[src/rtl/fwd_hazard_unit_v2.sv]
// Decode-stage operand bypass (EXE/MEM/WB), load-use detection, HI/LO producer
// tracking for multi-cycle mult/div, and a saturating stall-cycle counter.
module fwd_hazard_unit_v2 #(
  parameter int DATA_W  = 32,
  parameter int AREG_W  = 5,
  parameter int NSRC    = 2,
  parameter int MUL_LAT = 4,
  parameter int DIV_LAT = 33,
  parameter int CNT_W   = 32
) (
  input  logic                     clk,
  input  logic                     rst,
  input  logic                     de_valid,
  input  logic [NSRC*AREG_W-1:0]   de_src_addr,
  input  logic [NSRC-1:0]          de_src_used,
  input  logic [NSRC*DATA_W-1:0]   de_src_rf,
  input  logic                     de_hilo_read,
  input  logic                     de_md_start,
  input  logic                     de_md_is_div,
  input  logic                     exe_valid,
  input  logic                     exe_wen,
  input  logic                     exe_memread,
  input  logic [AREG_W-1:0]        exe_waddr,
  input  logic [DATA_W-1:0]        exe_wdata,
  input  logic                     mem_valid,
  input  logic                     mem_wen,
  input  logic [AREG_W-1:0]        mem_waddr,
  input  logic [DATA_W-1:0]        mem_wdata,
  input  logic                     wb_valid,
  input  logic                     wb_wen,
  input  logic [AREG_W-1:0]        wb_waddr,
  input  logic [DATA_W-1:0]        wb_wdata,
  input  logic                     flush,
  output logic [NSRC*DATA_W-1:0]   src_data,
  output logic                     stall,
  output logic                     md_busy,
  output logic                     md_done,
  output logic [CNT_W-1:0]         stall_cnt
);

  localparam int MAX_LAT = (DIV_LAT > MUL_LAT) ? DIV_LAT : MUL_LAT;
  localparam int LAT_W   = ($clog2(MAX_LAT + 1) < 6) ? 6 : $clog2(MAX_LAT + 1);
  localparam logic [LAT_W-1:0] MUL_CNT = LAT_W'(MUL_LAT);
  localparam logic [LAT_W-1:0] DIV_CNT = LAT_W'(DIV_LAT);
  localparam logic [LAT_W-1:0] ONE_CNT = LAT_W'(1);

  typedef enum logic {IDLE = 1'b0, BUSY = 1'b1} md_state_t;

  md_state_t        state, state_nxt;
  logic [LAT_W-1:0] cnt, cnt_nxt;
  logic             done_nxt;
  logic             lu_hit;
  logic             md_haz;
  logic             accept;

  function automatic logic [CNT_W-1:0] sat_inc(input logic [CNT_W-1:0] v);
    return (&v) ? v : v + 1'b1;
  endfunction

  // Bypass select: each port looks only at its own address; youngest producer wins.
  always_comb begin
    src_data = de_src_rf;
    lu_hit   = 1'b0;
    for (int i = 0; i < NSRC; i++) begin
      if (de_src_addr[i*AREG_W +: AREG_W] != '0) begin
        if (exe_valid && exe_wen && exe_waddr == de_src_addr[i*AREG_W +: AREG_W])
          src_data[i*DATA_W +: DATA_W] = exe_wdata;
        else if (mem_valid && mem_wen && mem_waddr == de_src_addr[i*AREG_W +: AREG_W])
          src_data[i*DATA_W +: DATA_W] = mem_wdata;
        else if (wb_valid && wb_wen && wb_waddr == de_src_addr[i*AREG_W +: AREG_W])
          src_data[i*DATA_W +: DATA_W] = wb_wdata;
        if (de_src_used[i] && exe_valid && exe_memread &&
            exe_waddr == de_src_addr[i*AREG_W +: AREG_W])
          lu_hit = 1'b1;
      end
    end
  end

  assign md_haz = de_valid & md_busy & (de_hilo_read | de_md_start);
  assign stall  = de_valid & ~flush & (lu_hit | md_haz);
  assign accept = de_valid & de_md_start & ~stall;

  // HI/LO tracker: state register
  always_ff @(posedge clk) begin
    if (rst) begin
      state   <= IDLE;
      cnt     <= '0;
      md_done <= 1'b0;
    end else begin
      state   <= state_nxt;
      cnt     <= cnt_nxt;
      md_done <= done_nxt;
    end
  end

  // HI/LO tracker: next state; flush wins over a same-cycle accept
  always_comb begin
    state_nxt = state;
    cnt_nxt   = cnt;
    if (flush) begin
      state_nxt = IDLE;
      cnt_nxt   = '0;
    end else begin
      case (state)
        IDLE: if (accept) begin
          state_nxt = BUSY;
          cnt_nxt   = de_md_is_div ? DIV_CNT : MUL_CNT;
        end
        BUSY: begin
          cnt_nxt = cnt - 1'b1;
          if (cnt == ONE_CNT) state_nxt = IDLE;
        end
      endcase
    end
  end

  // HI/LO tracker: outputs; done is registered so it lands on the last busy cycle
  always_comb begin
    md_busy  = (state == BUSY);
    done_nxt = (state_nxt == BUSY) && (cnt_nxt == ONE_CNT);
  end

  always_ff @(posedge clk) begin
    if (rst)        stall_cnt <= '0;
    else if (stall) stall_cnt <= sat_inc(stall_cnt);
  end

endmodule
[config.mk]
export PLATFORM = sky130hd
export DESIGN_NAME = fwd_hazard_unit_v2
export DESIGN_NICKNAME = d
export VERILOG_FILES = /design/src/rtl/fwd_hazard_unit_v2.sv
export SDC_FILE = /design/constraint.sdc
export NUM_CORES = 1
export LEC_CHECK = 0
export ABC_AREA = 1
export CORE_MARGIN = 10
export CORE_UTILIZATION = 37
export DETAILED_ROUTE_END_ITERATION = 8
export GPL_ROUTABILITY_DRIVEN = 0
export PLACE_DENSITY = 0.77
export SLEW_MARGIN = 20
export SYNTH_ARGS = -nofsm -noshare
export SYNTH_HDL_FRONTEND = slang
export SYNTH_SLANG_ARGS = --single-unit
[constraint.sdc]
create_clock -name clk -period 1.88 [get_ports clk]
set_input_delay 0.376 -clock clk [delete_from_list [all_inputs] [get_ports clk]]
set_output_delay 0.376 -clock clk [all_outputs]
set_load 0.01 [all_outputs]
==> summary.txt, run 1 <==
Setup path
  • R2R setup slack: -0.14 ns
  • Category of cells accounting for the largest share of critical-path delay: buffers and inverters
  • CP Data Required Time: 1.50 ns
  • Reg2Reg Capture Point: stall_cnt[13]
  • Critical-path cell with the highest stage delay: a221oi_2
  • WP data arrival: 2.14 ns
  • Path depth of the worst reg2reg path: 13
  • Worst setup path category: in2out
  • Most frequent cell on the critical path: buf_6
  • Highest fanout seen on the critical path: 7
  • Element type at the critical path end: output pin
  • Buffers & Inverters on Critical Path: 7
  • CP startpoint kind: input port
  • Ordered cell list for the critical path: buf_6 -> buf_8 -> inv_16 -> nand2_4 -> a221oi_2 -> nand4_1 -> buf_6 -> buf_12 -> buf_6 -> o211ai_1 -> o211ai_1 -> nand3_1 -> nand2_2 -> buf_6
  • Worst R2R Start: stall_cnt[1]
  • Maximum single-stage delay on the critical path: 0.22 ns

Yosys
  • Most area-hungry cell type in the Yosys netlist: nand2_1
  • Top cell types by occurrence after synthesis: nand2_1 (296), inv_1 (145), o211ai_1 (120)
  • Number of enable flip-flop cells after synthesis: 0
  • Number of instances in the synthesized netlist: 1029
  • Post-synthesis sequential element count: 40
  • Synth top area cells: nand2_1 (20%), o211ai_1 (16%), dfxtp_1 (14%)
  • Post-synth design cell area: 0.005523 mm2
  • Distinct cell type count of the synthesized netlist: 40
  • Proportion of synthesized flip-flops having asynchronous set or reset: 0%
  • Main synth FF type: dfxtp_1
  • Synthesized net count: 1233
  • Sequential share of the synthesized area: 14.50%
  • Most used standard cell by instance count after synthesis: nand2_1
  • Post-synth top area share: 20.12%
  • Warnings from Yosys: 0
  • Post-Syn Area per Cell: 5.367 um2

CTS
  • Maximum level of the CTS H-tree: 2
  • Clock network latency to the later pin of the worst-skew pair: 0.28 ns
  • Clock Tree Root: clkbuf_16
  • Clock-pin transition on the worst setup and hold timing paths: 0.05 ns
  • TritonCTS clock tree: yes
  • Max Root-Sink Buffers: 2
  • Total number of clock tree sinks: 40
  • Number of buffers inserted by hold repair at cts: 0
  • CTS Buf Count: 5

Placement
  • Port Buf Inserts: 299
  • Total half-perimeter wirelength after legalization and detailed placement: 23.42 mm

Cells and area
  • Utilization after layout: 81.07%
  • Final net count: 1666
  • Fraction of layout cells with a size suffix above 1: 37.19%
  • Synth-to-layout area growth: 114.2%

Run status
  • Result of the run: complete, but fails checks
  • Violated checks: negative setup slack

Global route
  • Antenna violations before repair: 15
  • Number of global-route vias before repair: 9588
  • Global-route wire length before repair: 54.30 mm
  • GRT Residual Overflow: 0
  • Overall routing resource usage: 33.21%
  • Maximum number of pins on one net before global-route repair: 43

Power
  • Peak supply drop: 0.4285 mV
  • Leakage power of the design: 5.251 nW
  • P per Cell Area: 286.7 mW/mm2

Drt
  • DR pass1 iterations: 8
  • Routed length per instance: 23.10 um
  • Vias per std cell: 6.040
  • Post-detailed-route DRC marker count: 0
  • Initial DRC Count: 1164
  • Routed via count: 9996
  • Total Routed Length: 38.23 mm
  • Post-detailed-route count of antenna-violating nets: 0

Timing
  • Final worst-path setup slack: -0.6410 ns
  • Max-slew violation count: 0
  • Achievable Freq: 0.3967 GHz
  • Final Hold Viols: 0
  • Final period utilization: 134.1%
  • RSZ-0062 raised after global routing: true
  • Endpoints failing setup: 104
  • Worst hold margin: 0.4974 ns
  • Final Skew: 0.003079 ns
  • Crit path time final: 2.521 ns
  • Worst slew margin relative to its limit: 65.24%
  • Worst-margin pin slew: 0.5166 ns

Die
  • Std-Cell Core Area: 0.01459 mm2
  • Top-Level Pins: 300
  • Horizontal die dimension: 142.2 um
  • Initial Utilization: 37.86%
  • Die Outline Area: 0.02021 mm2
  • Site Rows: 44
  • Die Span Y: 142.2 um

Run
  • Max capacitance violation total: 0

Worst hold path
  • Worst hold path class: reg2reg
  • Worst hold path endpoint: stall_cnt[5]
  • Hold-critical path depth: 2
  • Launch point of the worst hold path: stall_cnt[5]
## layer usage
layer / track usage, % / wire length [um] / vias up
met5: 0 / 32 / -
met3: 8.111 / 4687 / 231
met1: 36.48 / 12830 / 4576
met2: 57.76 / 18200 / 884
met4: 17.48 / 2476 / 4
li1: - / - / 4301
## flip-flops by register name (all words and copies together), names as in the netlist
| register | cells |
|---|---|
| md_done | 1 |
| stall_cnt | 32 |
| md_busy | 1 |
| cnt | 6 |
## logic make-up (layout without fill, tap and decap cells)
kind of cell / after synthesis / after routing / synth area share [%]
DFF: 40 / 40 / 14.50
xor gates and xnor gates: 13 / 13 / 2.062
AOI/OAI and AO/OA: 235 / 235 / 27.34
buffers and inverters: 218 / 648 / 15.18
other: 0 / 11 / 0
and+or+nand+nor: 520 / 521 / 40.24
adders and majority gates: 3 / 3 / 0.6797
## worst register-to-register path: cells and delay by family (launching register included)
kind	cells	cell delay [ns]
buf+inv	4	0.49
flops	1	0.38
simple gates	8	0.89
fa+ha+maj	1	0.16
## per-stage QoR
stage	cells	total power [mW]	instance area, um2	setup slack (ns)	setup TNS [ns]
after global routing	1654	3.512	11830	-0.7085	-49.03
after CTS	1637	3.221	11340	-0.5417	-39.61
final	1655	3.391	11830	-0.6410	-41.46
after global placement	1572	2.299	9677	-1.254	-110.01
after detailed placement	1572	2.314	9677	-1.284	-113.21
after floorplan	1029	1.410	5707	-0.06765	-1.758
## layout make-up
cell class,count,area (um2)
fill,914,2761
clock buffer,5,125.1
sequential,40,800.8
antenna,11,27.53
inverter,161,661.9
tap,184,230.2
multi-input combinational,772,4937
timing repair buffer,482,5045
## cells in the final DEF, fill, tap and decap left out, types with 5 or more instances in the layout
cell type,instances
o211ai_1,120
o21ai_1,15
nor2_1,65
o21ai_2,38
nor2_2,10
nand2_8,6
diode_2,11
buf_6,91
a21oi_2,18
buf_16,15
nand2_1,228
nand3_2,36
inv_1,136
buf_12,23
nand2_2,61
clkdlybuf4s50_1,205
buf_2,26
nor2_4,9
or2_4,21
xor2_1,5
a21oi_1,18
buf_4,104
inv_2,14
nor3_2,8
clkbuf_16,7
nand4_1,12
nand2_4,6
nand3_1,31
o21ai_0,8
nor3_1,12
dfxtp_1,40
clkbuf_2,9
## report_power, final
group / internal, mW / leakage, nW / total, mW / switching [mW]
clock: 0.469 / 0.0617 / 0.783 / 0.314
combinational: 0.925 / 4.87 / 1.75 / 0.825
sequential: 0.853 / 0.322 / 0.859 / 0.00624
total: 2.25 / 5.25 / 3.39 / 1.15
## worst max-delay path by stage
stage                   end            from  cells after the start
2_1_floorplan  src_data[56]  de_src_addr[7]                      8
3_3_place_gp   src_data[54]  de_src_addr[9]                     10
3_5_place_dp   src_data[61]    mem_waddr[2]                     10
4_1_cts        src_data[54]  de_src_addr[7]                     14
5_1_grt        src_data[52]  de_src_addr[8]                     13
6_report       src_data[52]  de_src_addr[7]                     14
## timing repair
item                                    4_1_cts  5_1_grt
pin swaps                                   128      111
gates resized for setup                     619      152
setup buffers                                40       14
cloned                                       21        4
endpoints found under the setup margin      105      105
Power figures use the tool's default switching activity.
==> inputs of run 2 (changes only) <==
- SLEW_MARGIN: 20 -> not set
==> results of run 2 <==
Final layout, timing and power as in run 1 (identical DEF).
==> inputs of run 3 (changes only) <==
- CAP_MARGIN: not set -> 20
==> results of run 3 <==
Final layout, timing and power as in run 1 (identical DEF).
